<file path="src/rtl/ice_wait_flerr_ctl.sv">
// ice_wait_flerr_ctl: combines the ICE wait requests into one CPU wait, with an
// optional wait-timeout FSM, a stretched status-LED wait indication, and a
// sticky flash-error flag that snapshots the error sources.
// Build option: define ICE_WAIT_TIMEOUT_EN to add the timeout FSM, the timeout
// counter and the WAITTO flag. Without it WAITOR is the plain OR of WAITREQ and
// WAITTO is tied low.
module ice_wait_flerr_ctl #(
   parameter int NWAIT  = 2,
   parameter int NFLERR = 2,
   parameter int TOW    = 16,
   parameter int STRW   = 4
) (
   input  logic              CLK30MHZ_GB,
   input  logic              ICERESET,
   input  logic [NWAIT-1:0]  WAITREQ,
   input  logic [TOW-1:0]    TOLIMIT,
   output logic              WAITOR,
   output logic              WAITTO,
   input  logic              WAITTO_CLR,
   output logic              ELEDWAIT_B,
   input  logic [NFLERR-1:0] FLERR_IN,
   output logic              ICEFLERR,
   output logic              FLERR_STK,
   output logic [NFLERR-1:0] FLERR_SRC,
   input  logic              FLERR_CLR
);

   logic              w_raw_wait;
   logic              w_flerr_cap;
   logic              w_led_on;
   logic [STRW-1:0]   r_str_cnt;
   logic              r_flerr_stk;
   logic [NFLERR-1:0] r_flerr_src;

   assign w_raw_wait = |WAITREQ;
   assign ICEFLERR   = |FLERR_IN;

`ifdef ICE_WAIT_TIMEOUT_EN
   localparam logic [1:0] ST_IDLE    = 2'd0;
   localparam logic [1:0] ST_WAITING = 2'd1;
   localparam logic [1:0] ST_RELEASE = 2'd2;

   localparam logic [TOW-1:0] TO_ONE = {{(TOW-1){1'b0}}, 1'b1};
   localparam logic [TOW-1:0] TO_MAX = {TOW{1'b1}};

   logic [1:0]     r_state;
   logic [TOW-1:0] r_to_cnt;
   logic           r_waitto;
   logic           w_to_hit;

   // Timeout fires only while still waiting; a zero limit means "never".
   // The limit is read live, so lowering it to 0 cancels a pending timeout.
   assign w_to_hit = (r_state == ST_WAITING) && w_raw_wait &&
                     (TOLIMIT != '0) && (r_to_cnt == TOLIMIT);

   // Wait FSM and timeout counter; RELEASE hides the wait from the CPU until
   // every requester has dropped its request.
   always_ff @(posedge CLK30MHZ_GB or posedge ICERESET) begin
      if (ICERESET) begin
         r_state  <= ST_IDLE;
         r_to_cnt <= '0;
      end else begin
         case (r_state)
            ST_IDLE: begin
               if (w_raw_wait) begin
                  r_state  <= ST_WAITING;
                  r_to_cnt <= TO_ONE;
               end
            end
            ST_WAITING: begin
               if (!w_raw_wait) begin
                  r_state  <= ST_IDLE;
                  r_to_cnt <= '0;
               end else if (w_to_hit) begin
                  r_state  <= ST_RELEASE;
                  r_to_cnt <= '0;
               end else if (r_to_cnt != TO_MAX) begin
                  r_to_cnt <= r_to_cnt + TO_ONE;
               end
            end
            ST_RELEASE: begin
               r_to_cnt <= '0;
               if (!w_raw_wait) begin
                  r_state <= ST_IDLE;
               end
            end
            default: begin
               r_state  <= ST_IDLE;
               r_to_cnt <= '0;
            end
         endcase
      end
   end

   // Sticky timeout flag; a set in the same cycle as a clear takes priority.
   always_ff @(posedge CLK30MHZ_GB or posedge ICERESET) begin
      if (ICERESET) begin
         r_waitto <= 1'b0;
      end else if (w_to_hit) begin
         r_waitto <= 1'b1;
      end else if (WAITTO_CLR) begin
         r_waitto <= 1'b0;
      end
   end

   assign WAITOR = w_raw_wait && (r_state != ST_RELEASE);
   assign WAITTO = r_waitto;
`else
   logic w_unused_timeout;

   // Timeout inputs have no function in this build.
   assign w_unused_timeout = ^{TOLIMIT, WAITTO_CLR};
   assign WAITOR           = w_raw_wait;
   assign WAITTO           = 1'b0;
`endif

   // LED stretch: reload to all-ones while any wait is active, then count down
   // so the LED stays on for 2**STRW-1 cycles after the wait ends.
   always_ff @(posedge CLK30MHZ_GB or posedge ICERESET) begin
      if (ICERESET) begin
         r_str_cnt <= '0;
      end else if (w_raw_wait) begin
         r_str_cnt <= '1;
      end else if (r_str_cnt != '0) begin
         r_str_cnt <= r_str_cnt - {{(STRW-1){1'b0}}, 1'b1};
      end
   end

   // Reset gates the live wait term so the LED is dark while in reset.
   assign w_led_on   = (w_raw_wait && !ICERESET) || (r_str_cnt != '0);
   assign ELEDWAIT_B = !w_led_on;

   // Capture on the first error, or on an error coinciding with a clear, so
   // the snapshot always reflects the error that re-armed the flag.
   assign w_flerr_cap = ICEFLERR && (!r_flerr_stk || FLERR_CLR);

   // Sticky flash-error flag and source snapshot.
   always_ff @(posedge CLK30MHZ_GB or posedge ICERESET) begin
      if (ICERESET) begin
         r_flerr_stk <= 1'b0;
         r_flerr_src <= '0;
      end else if (w_flerr_cap) begin
         r_flerr_stk <= 1'b1;
         r_flerr_src <= FLERR_IN;
      end else if (FLERR_CLR) begin
         r_flerr_stk <= 1'b0;
         r_flerr_src <= '0;
      end
   end

   assign FLERR_STK = r_flerr_stk;
   assign FLERR_SRC = r_flerr_src;

endmodule

</file>
<file path="config.mk">
export PLATFORM = sky130hd
export DESIGN_NAME = ice_wait_flerr_ctl
export DESIGN_NICKNAME = d
export VERILOG_FILES = /design/src/rtl/ice_wait_flerr_ctl.sv
export SDC_FILE = /design/constraint.sdc
export NUM_CORES = 1
export LEC_CHECK = 0
export BUFFER_PORTS_ARGS = -buffer_cell sky130_fd_sc_hd__buf_4
export CORE_AREA = 2 2 39 41
export CTS_BUF_LIST = sky130_fd_sc_hd__clkbuf_4
export DETAILED_ROUTE_END_ITERATION = 16
export DIE_AREA = 0 0 41 43
export PLACE_DENSITY = 0.62
export SYNTH_ARGS = -nofsm -noshare
export SYNTH_HDL_FRONTEND = slang
export SYNTH_SLANG_ARGS = --single-unit
export TNS_END_PERCENT = 50
</file>
<file path="constraint.sdc">
create_clock -name CLK30MHZ_GB -period 1.4 [get_ports CLK30MHZ_GB]
set_input_delay 0.28 -clock CLK30MHZ_GB [delete_from_list [all_inputs] [get_ports CLK30MHZ_GB]]
set_output_delay 0.28 -clock CLK30MHZ_GB [all_outputs]
set_load 0.02 [all_outputs]
</file>
Yosys cells after proc, flatten, opt, wreduce, memory -nomap -nowiden. Index checks and enable logic that the tools add are counted. W data, S select, Z words.

Register bits after elaboration: 7. Input port bits: 24. Output and inout port bits: 7. Logic and storage cells: 22.

$add $sub $neg: 1. Multiplexer cells: 6. Reduce and logical (&&, ||, !) cells: 12.

Operators by type and width (count): $mux W4 (2); $mux W2 (2); $reduce_bool A2 Y1 (2); $reduce_bool A4 Y1 (1); $reduce_or A2 Y1 (2); $sub A4 B1 Y4 const B (1); $logic_not A1 Y1 (3); $logic_and A1 B1 Y1 (2); $logic_or A1 B1 Y1 (2); $mux W1 (2).

Logic depth before layout (Yosys ltp).
Depth in word-level cells: 4. Gate-level depth with buffers: 4. Depth with buffers taken out: 4.

Worst setup path after synthesis. OpenSTA, ideal clock, no wires.

Path type: register to output. Start point: register r_str_cnt[0]. End point: output ELEDWAIT_B. Arrival: 1247 ps. Required time: 1120 ps. Slack: -127 ps. Stages on the path, launching flop included: 5. Buffers on the path: 0. Cell sequence: dfrtp_1 -> inv_1 -> ha_1 -> nor3b_1 -> o21a_1.

Word-level cells in the longest chain between the ends: 3.

RTL lines: start, declared (RTL line 31) `logic [STRW-1:0] r_str_cnt;`; start signal, assigned (RTL line 125) `r_str_cnt <= r_str_cnt - {{(STRW-1){1'b0}}, 1'b1};`; $reduce_bool A4 Y1 (RTL line 130) `assign w_led_on = (w_raw_wait && !ICERESET) || (r_str_cnt != '0);`; $logic_or A1 B1 Y1 (RTL line 130); $logic_not A1 Y1 (RTL line 131) `assign ELEDWAIT_B = !w_led_on;`; end, declared (RTL line 20) `output logic ELEDWAIT_B,`.

No other way between the ends.

Worst setup path after layout.
Start point: register r_str_cnt[1]. End point: output ELEDWAIT_B.

The elaborated chain is that of the path after synthesis.

==> results.json <==
{
  "leakage_nw": 0.305,
  "netlist_area_um2": 392,
  "dp_cells": 69,
  "max_stage_delay_ns": 0.39,
  "cts.clk_slew.worst_paths_ns": 0.05,
  "numCtsBuffers": 3,
  "peakVddDrop_mv": 0.443,
  "htreeDepth": 1,
  "maxCapViolations": 0,
  "failed_checks": "setup timing",
  "final_nets": 90,
  "crit_slowest_cell": "dfrtp_1",
  "critical_path.top_delay_family": "flip-flops",
  "antenna_left": 0,
  "place_congestion": 0.757,
  "synthFlopType": "dfrtp_1",
  "synth_largest_area_cell": "dfrtp_1",
  "synth_fp_nets": 64,
  "core_um2": 1380,
  "dr_total_vias": 363,
  "place_area_um2": 531,
  "grt_pass1_vias": 333,
  "post_drt_via_cell_ratio": 4.59,
  "min_path_cells": 2,
  "period_minus_slack_ns": 1.60,
  "clock_skew_ns": 0.00465,
  "max_freq_ghz": 0.625,
  "cp.depth": 5,
  "cp_data_required_time_ns": 1.12,
  "power_density_nw_per_um2": 812,
  "fillCellCount": 130,
  "reg2reg_depth": 5,
  "synth_edf_count": 0,
  "timing.final.crit_share": 1.14,
  "synth_top_area_share": 0.447,
  "rows": 14,
  "setup-violations-final": 2,
  "status": "complete, but fails checks",
  "avgSynthCellArea_um2": 10.3,
  "clock_path_buffers": 2,
  "slew_viol_final": 0,
  "cp_max_fo": 3,
  "track_usage": 0.109,
  "drtIter0Drc": 8,
  "numPortBuffers": 12,
  "antenna_found_initial": 0,
  "final_util": 0.456,
  "syn-instance-count": 38,
  "tritoncts": "built",
  "routed_wirelength_um": 785,
  "synth-seq-cells": 7,
  "dp.final_hpwl_um": 577,
  "grt_max_degree": 8,
  "cts.sinks": 7,
  "diodes": 0,
  "drc": 0,
  "async_flop_share": 1.00,
  "rsz0062_at_grt": "yes",
  "dr.pass1.iters": 4,
  "synth_commonest_cells": "7 x dfrtp_1, 5 x inv_1, 5 x nand2b_1, 3 x o211ai_1",
  "clk_latency_ns": 0.25,
  "grt_pass1_wl_um": 1270,
  "place_ws_ns": -0.00359,
  "final_cell_area_um2": 631,
  "area_growth_syn_to_layout_pct": 61.0,
  "path_cells": "inv_2 -> ha_4 -> nor3b_4 -> o21a_2 -> buf_6",
  "die_x_um": 41,
  "yosysWarnings": 0,
  "die_h_um": 43,
  "cp.arrival_ns": 1.32,
  "cts-root-buf": "clkbuf_4",
  "yosysUniqueCellTypes": 19,
  "grt.overflow.total": 0,
  "startpoint_type": "flip-flop",
  "hold_viol_final": 0,
  "pin_count": 31,
  "layout-drive-gt1-share": 0.492,
  "start_util": 0.283,
  "worst_slack_ns": -0.199,
  "synth_most_common_cell": "dfrtp_1",
  "crit_buf_inv": 2,
  "hold_path_class": "primary input to flip-flop",
  "die_area_um2": 1760,
  "synth.top_cells.by_area": "dfrtp_1 45%, nand2b_1 8.0%, ha_1 6.4%",
  "critical_path_class": "flip-flop to output pin",
  "layout.cells.non_filler": 79,
  "worst_setup_path_end_kind": "output pin",
  "ys_seq_area_frac": 0.447,
  "wire_per_inst_um": 9.94
}
what timing repair did:
| item | 4_1_cts | 5_1_grt |
|---|---|---|
| endpoints found under the setup margin | 1 | 1 |
| pin swaps | 0 | 1 |
| hold buffers | 1 | 0 |
| resized for setup | 6 | 0 |
| setup buffers | 2 | 3 |
| hold endpoints to repair | 7 | 0 |
| cloned | 0 | 0 |
where the power goes:
part / total (mW) / leakage, nW / switching (mW) / internal (mW)
registers: 0.219 / 0.0703 / 0.00604 / 0.213
clock network: 0.199 / 0.0184 / 0.0707 / 0.128
logic: 0.0947 / 0.216 / 0.0450 / 0.0497
state kept, by name, summed over array words and instances, names as in the netlist:
signal	cells
r_str_cnt	4
FLERR_SRC	2
FLERR_STK	1
layout by cell type (no fill, tap or decap), types with 2 or more instances in the layout:
cell,instances
inv_1,3
dfrtp_1,7
clkbuf_4,4
a32o_1,2
buf_4,20
inv_2,2
o211ai_1,3
nand2b_1,5
worst paths after layout:
path	start	to	slack (ns)
setup / recovery	r_str_cnt[1]	ELEDWAIT_B	-0.20
hold / removal	FLERR_IN[1]	FLERR_SRC[1]	0.27
setup reg to reg	r_str_cnt[1]	r_str_cnt[3]	-0.02
hold reg to reg	FLERR_SRC[1]	FLERR_SRC[1]	0.53
max in group asynchronous	ICERESET	FLERR_SRC[0]	0.67
min in group asynchronous	ICERESET	r_str_cnt[1]	0.52
layer usage:
layer	vias to the layer above	share of wire	track usage
met1	170	0.41	0.122
met3	0	0.057	0.0628
met4	0	0	0.0400
met2	13	0.53	0.166
met5	-	0	0
li1	180	-	-
layout make-up:
type                    instances  area [um^2]  share of cell area
flip-flops and latches          7          175               0.278
inverters                       5         18.8              0.0298
clock buffers                   4         30.0              0.0476
well taps                      16         20.0              0.0317
multi-input cells              25          215               0.341
repair buffers                 22          171               0.272
metrics by stage:
stage / total power, mW / hold WS [ns] / setup TNS (ns)
detailed placement: 0.305 / 0.246 / -0.00359
floorplan: 0.264 / 0.0834 / 0
finish: 0.512 / 0.272 / -0.219
global placement: 0.305 / 0.247 / 0
global route: 0.554 / 0.260 / -0.326
CTS: 0.516 / 0.271 / -0.197
cell families after synthesis:
family,after synthesis,share of synthesized area
mux,1,0.0256
flops,7,0.447
other cells,1,0.00958
fa+ha+maj,2,0.0639
compound gates,7,0.147
buf+inv,6,0.0671
simple gates,14,0.240
Power figures use the tool's default switching activity.
